==> src/rtl/peri_bcd.sv <==
// peri_bcd: holds one 32-bit binary value and presents it as 8-digit packed BCD,
// saturating to all nines when the value needs more than 8 decimal digits.
module peri_bcd (
    input  logic        clk_i,
    input  logic        rst_i,
    input  logic        we_bcd_i,
    input  logic [31:0] data_i,
    output logic [31:0] salida_o
);

    localparam int unsigned DATA_W   = 32;
    localparam int unsigned DIGITS   = 10;
    localparam int unsigned BCD_W    = 4 * DIGITS;
    localparam int unsigned SCRATCH_W = BCD_W + DATA_W;
    localparam int unsigned OUT_W    = 32;

    logic [DATA_W-1:0]    value_q;
    logic [SCRATCH_W-1:0] scratch;
    logic [BCD_W-1:0]     bcd;
    logic                 overflow;

    // Value register: cleared asynchronously, loaded on write enable.
    always_ff @(posedge clk_i or negedge rst_i) begin
        if (!rst_i) begin
            value_q <= '0;
        end else if (we_bcd_i) begin
            value_q <= data_i;
        end
    end

    // Double dabble: add 3 to any digit >= 5, then shift, once per input bit.
    always_comb begin
        scratch = {BCD_W'(0), value_q};
        for (int i = 0; i < int'(DATA_W); i++) begin
            for (int d = 0; d < int'(DIGITS); d++) begin
                if (scratch[int'(DATA_W) + 4*d +: 4] >= 4'd5) begin
                    scratch[int'(DATA_W) + 4*d +: 4] = scratch[int'(DATA_W) + 4*d +: 4] + 4'd3;
                end
            end
            scratch = scratch << 1;
        end
        bcd = scratch[SCRATCH_W-1:DATA_W];
    end

    // Any nonzero digit above digit 7 means the value exceeds 99,999,999.
    always_comb begin
        overflow = |bcd[BCD_W-1:OUT_W];
        salida_o = overflow ? 32'h9999_9999 : bcd[OUT_W-1:0];
    end

endmodule

==> config.mk <==
export PLATFORM = sky130hd
export DESIGN_NAME = peri_bcd
export DESIGN_NICKNAME = d
export VERILOG_FILES = /design/src/rtl/peri_bcd.sv
export SDC_FILE = /design/constraint.sdc
export NUM_CORES = 1
export LEC_CHECK = 0
export ABC_AREA = 0
export BUFFER_PORTS_ARGS = -buffer_cell sky130_fd_sc_hd__buf_2
export CAP_MARGIN = 20
export CORE_MARGIN = 1.5
export CORE_UTILIZATION = 45
export CTS_BUF_LIST = sky130_fd_sc_hd__clkbuf_4 sky130_fd_sc_hd__clkbuf_8
export CTS_CLUSTER_DIAMETER = 80
export DETAILED_ROUTE_END_ITERATION = 10
export PLACE_DENSITY = 0.6
export SLEW_MARGIN = 10
export SYNTH_ARGS = -nofsm -noshare
export SYNTH_HDL_FRONTEND = slang
export SYNTH_SLANG_ARGS = --single-unit
==> constraint.sdc <==
create_clock -name clk_i -period 80.4 [get_ports clk_i]
set_input_delay 12.06 -clock clk_i [delete_from_list [all_inputs] [get_ports clk_i]]
set_output_delay 12.06 -clock clk_i [all_outputs]
set_load 0.05 [all_outputs]
=== After elaboration in Yosys (flattened, before gate mapping) ===
Index checks and enable logic that the tools add are counted.

* Flip-flop bits (word level): 32
* Output and inout bits: 32
* Word-level logic and storage cells: 798

* Add/sub/neg operators: 265
* $lt $le $gt $ge: 265
* Mux-type cells: 266
* Reduce and logical (&&, ||, !) cells: 1

{| class="wikitable"
|+ Operator list
! operator !! count
|-
| >= comparator 4 x 3 -> 1 bit, second input constant || 255
|-
| two-way mux 4 bit || 239
|-
| adder 4 x 2 -> 4 bit, second input constant || 234
|-
| two-way mux 3 bit || 26
|-
| adder 3 x 2 -> 3 bit, second input constant || 21
|-
| two-way mux 32 bit || 1
|-
| adder 1 x 2 -> 3 bit, second input constant || 6
|-
| >= comparator 1 x 3 -> 1 bit, second input constant || 6
|-
| adder 1 x 2 -> 3 bit, both inputs constant || 4
|-
| >= comparator 1 x 3 -> 1 bit, both inputs constant || 4
|-
| OR reduction 8 bit || 1
|}

=== Depth between registers and ports, before layout ===
* Depth in word-level cells: 64
* Mapped depth: 145
* Gate-level depth less buffers: 142

=== Worst setup path before layout ===
No wires, ideal clock.

* Path type: flip-flop to output port
* Start: register value_q[29]
* End: output salida_o[9]
* Data arrival time: 25.941 ns
* Data required time: 68.340 ns
* Path slack: 42.399 ns
* Cell stages (with the launch flop): 135
* Buffers on the path: 3
* Cell sequence: dfrtp_1 buf_2 inv_1 ha_1 inv_1 ha_1 buf_2 a21oi_2 xnor2_1 ha_1 nor2b_1 a211oi_2 o2111ai_1 ha_1 nor2b_1 nor2_1 o21ai_1 a22o_1 [99 not listed] nand2b_1 nand2_1 nand2_1 xnor2_1 ha_1 nor2b_1 o21ai_0 xnor2_1 ha_1 nor2b_1 o21ai_0 xnor2_1 inv_1 ha_1 nand2b_1 a21bo_2 xnor2_1 nor3_1

* Word-level cells in the longest chain between the ends: 60

{| class="wikitable"
|+ Ends and longest elaborated chain
! what !! RTL line !! RTL
|-
| start, declared || 17 || <nowiki>logic [DATA_W-1:0] value_q;</nowiki>
|-
| start signal, assigned || 27 || <nowiki>value_q <= data_i;</nowiki>
|-
| adder 4 x 2 -> 4 bit / >= comparator 4 x 3 -> 1 bit (equally long branches) || 37, 36 ||
|-
| two-way mux 4 bit (*) || 36 || <nowiki>if (scratch[int'(DATA_W) + 4*d +: 4] >= 4'd5) begin</nowiki>
|-
| adder 4 x 2 -> 4 bit / >= comparator 4 x 3 -> 1 bit (equally long branches) || 37, 36 ||
|-
| two-way mux 4 bit || 36 ||
|-
| adder 4 x 2 -> 4 bit / >= comparator 4 x 3 -> 1 bit (equally long branches) || 37, 36 ||
|-
| two-way mux 4 bit || 36 ||
|-
| adder 4 x 2 -> 4 bit / >= comparator 4 x 3 -> 1 bit (equally long branches) || 37, 36 ||
|-
| two-way mux 4 bit || 36 ||
|-
| [44 not listed] || - ||
|-
| adder 4 x 2 -> 4 bit, or another cell as far along || 37 || <nowiki>scratch[int'(DATA_W) + 4*d +: 4] = scratch[int'(DATA_W) + 4*d +: 4] + 4'd3;</nowiki>
|-
| two-way mux 4 bit / two-way mux 3 bit (equally long branches) || 36 ||
|-
| adder 4 x 2 -> 4 bit, or another cell as far along || 37 ||
|-
| two-way mux 4 bit / two-way mux 3 bit (equally long branches) || 36 ||
|-
| adder 4 x 2 -> 4 bit, or another cell as far along || 37 ||
|-
| two-way mux 4 bit / two-way mux 3 bit (equally long branches) || 36 ||
|-
| OR reduction 8 bit || 47 || <nowiki>overflow = |bcd[BCD_W-1:OUT_W];</nowiki>
|-
| two-way mux 32 bit (*) || 48 || <nowiki>salida_o = overflow ? 32'h9999_9999 : bcd[OUT_W-1:0];</nowiki>
|-
| end, declared || 8 || <nowiki>output logic [31:0] salida_o</nowiki>
|}

Mark *: on every way between the ends. The rest lies on a longest branch, timed or not.

=== Worst setup path after layout ===
* Start: register value_q[29]
* End: output salida_o[14]

The elaborated chain is that of the path after synthesis.

==> flow_summary_export.csv <==
group,metric,value,unit
timing,rsz0062_at_grt,"false",
timing,hold_viol,0,
worst_hold_path,min_path_type,"flop to flop",
clock_network,cts_tree,"done",
finish,largest_register,"value_q",
clock_network,hold_buffers,0,
worst_hold_path,holdPathStages,2,
detailed_routing,drt_pass1_iterations,6,
global_route,grt_pass1_vias,22700,
detailed_routing,first_iter_violations,1761,
critical_path,crit_buf_inv,13,
detailed_routing,highest-signal-layer,"met4",
synth,synthSimpleGateAreaFrac,25.9,%
synth,syn_inst,3326,
critical_path,rr_worst_depth,2,
clock_network,cts_buffer_depth,2,
finish,multi_input_area,20800,um2
global_route,antenna_found_initial,0,
critical_path,path_delay_family,"compound AO/OA/AOI/OAI gates",
critical_path,path_max_fanout,9,
place,numPortBuffers,66,
critical_path,cp_data_required_time,68340,ps
finish,antenna_cells,0,
critical_path,critPathMostFrequentCell,"ha_1",
timing,worst_pin_slew,951,ps
timing,slew_headroom,36.6,%
synth,synth-edff-count,0,
finish,post-route-util,47.4,%
synth,yosys_warnings,0,
finish,drive_gt1_share,11.5,%
timing,drv_slew,0,
critical_path,start_kind,"flop",
critical_path,cp.depth,131,
synth,synthDistinctLibCells,147,
clock_network,post_cts_resize_count,0,
clock_network,clk_pin_slew,80,ps
timing,max_freq,23.9,MHz
timing,finalSetupTns,0,ps
critical_path,worst_setup_path_end_kind,"output port",
critical_path,max_stage_delay,550,ps
detailed_routing,antenna_left,0,
finish,largest_reg_flops,32,
clock_network,postCtsSetupRepairBufs,0,
detailed_routing,avgRoutedWirePerCell,14.6,um
floorplan,start_util,45.6,%
floorplan,fp.dieW,229,um
outcome,status,"finished, final reports clean",
synth,synth_area_leaders,"ha_1 (9.4%), mux2i_1 (5.2%), nor2_1 (5.1%)",
synth,avgSynthCellArea,6.90,um2
synth,postSynth.asyncResetShare,100,%
timing,fin_crit,41910,ps
global_route,grt_pass1_wl,102,mm
synth,synthFlopType,"dfrtp_1",
synth,synth_top_area_cell,"ha_1",
synth,synth-seq-cells,32,
synth,syn-num-nets,3534,
timing,fin_crit_sh,52.1,%
floorplan,io_pins,67,
synth,synth_top_family_by_area,"compound AO/OA/AOI/OAI gates",
finish,final_nets,3508,
flow_run,maxCapViolations,0,
floorplan,coreArea,50300,um2
detailed_routing,drt_wl_total,58.1,mm
clock_network,cts_buffers,5,
floorplan,dieHeight,229,um
synth,syn_area,22900,um2
clock_network,htree_levels,2,
critical_path,crit_arrival,29850,ps
clock_network,cts_root_buffer,"clkbuf_8",
finish,syn_to_final_growth,3.89,%
global_route,grt_max_degree,59,
finish,reg_top3,"value_q: 32 flops",
synth,synth_top_area_share,9.43,%
global_route,grt_overflow_total,0,
timing,skew,0,ps
detailed_routing,dr_total_vias,25000,
clock_network,clk_latency,310,ps
critical_path,cp_slowest_cell,"or4_4",
critical_path,crit_type,"flop to output port",
detailed_routing,drt-vias-per-instance,6.29,
synth,synthAdderAreaFrac,9.57,%
finish,fill_cells,5140,
detailed_routing,dr_wl_met3,1.70,mm
synth,yosysSeqAreaShare,3.49,%
place,finalWeightedCongestion,0.896,
place,dpl.hpwl,45.9,mm
global_route,track_usage,21.1,%
finish,seqCellArea,801,um2
floorplan,row_count,82,
detailed_routing,drc,0,
timing,finalSetupViolCount,0,
clock_network,cts_sinks,32,
detailed_routing,wl_met1,28.8,mm
synth,synthMuxAreaShare,9.58,%
synth,synthXorXnorAreaFrac,4.89,%
detailed_routing,dr_wl_met2,27.3,mm
floorplan,dieArea,52400,um2
synth,synth_compound_area_share,40.6,%
==> tightest hold or removal path, stage by stage, from the launching register on <==
cell and delay, ps:
dfrtp_1 320, inv_1 50, o21ai_0 150
==> kinds of logic (layout without fill, tap and decap cells) <==
kind of cell	count (synthesis)	in the layout
AO/OA/AOI/OAI	1266	1266
AND/OR/NAND/NOR	1193	1193
buffers and inverters	346	321
multiplexers	201	201
adder cells (fa/ha/maj)	176	176
XOR/XNOR	112	112
flip-flops	32	32
==> stage by stage <==
stage	setup WS [ps]	instances	instance area, um2	hold WS, ps
2_1_floorplan	42400	3326	22900	505
3_3_place_gp	40320	3963	23700	540
3_5_place_dp	39380	3963	23700	542
4_1_cts	38910	3971	23800	566
5_1_grt	35680	3973	23800	623
6_report	38490	3973	23800	556
==> cells in the final DEF, fill, tap and decap left out, drive strengths merged, types with 40 or more instances in the layout <==
cell,count
a21o,40
a21oi,206
and2,46
or2,50
o211ai,58
o21ai,269
nand3,115
mux2i,130
buf,75
a31oi,63
nor3,119
nand2,289
mux2,71
o21a,50
nand2b,53
ha,173
inv,228
o22ai,44
a211oi,73
nor2,314
xnor2,89
==> layer usage <==
metal  vias up  GRT usage (%)
li1      12700              -
met5         -              0
met3        37          0.574
met2       529           36.8
met1     11800           29.6
met4         0           2.78
==> area by class of cell <==
cell class,instances,share of cell area [%]
Clock buffer,5,0.289
Clock inverter,3,0.178
Inverter,237,3.75
Multi-Input combinational cell,2948,87.2
Sequential cell,32,3.36
Tap cell,672,3.53
Timing Repair Buffer,76,1.69
==> path summary, 6_finish.rpt <==
path / slack, ps / startpoint / endpoint
min: 560 / value_q[0] / value_q[0]
max reg2reg: 78780 / value_q[24] / value_q[24]
min reg2reg: 560 / value_q[0] / value_q[0]
max: 38490 / value_q[29] / salida_o[14]
min in group asynchronous: 11810 / rst_i / value_q[8]
max in group asynchronous: 68110 / rst_i / value_q[20]
==> cell usage after synthesis (all sizes together) (17+ instances only) <==
cell type and number:
a211o 26, a211oi 73, a21boi 27, a21o 40
a21oi 206, a221oi 24, a2bb2oi 17, a311oi 24
a31oi 63, and2 46, and3 36, buf 35
clkbuf 74, dfrtp 32, ha 173, inv 228
mux2 71, mux2i 130, nand2 289, nand2b 53
nand3 115, nand4 22, nor2 314, nor2b 34
nor3 119, nor4 30, o211a 21, o211ai 58
o21a 50, o21ai 269, o21bai 21, o221ai 21
o22ai 44, o31ai 36, o32ai 25, or2 50
or3 35, xnor2 89, xor2 20
Power is left out: the tool's default activity adds up to more than one toggle a clock period on the data nets, which glitch-free logic cannot reach.
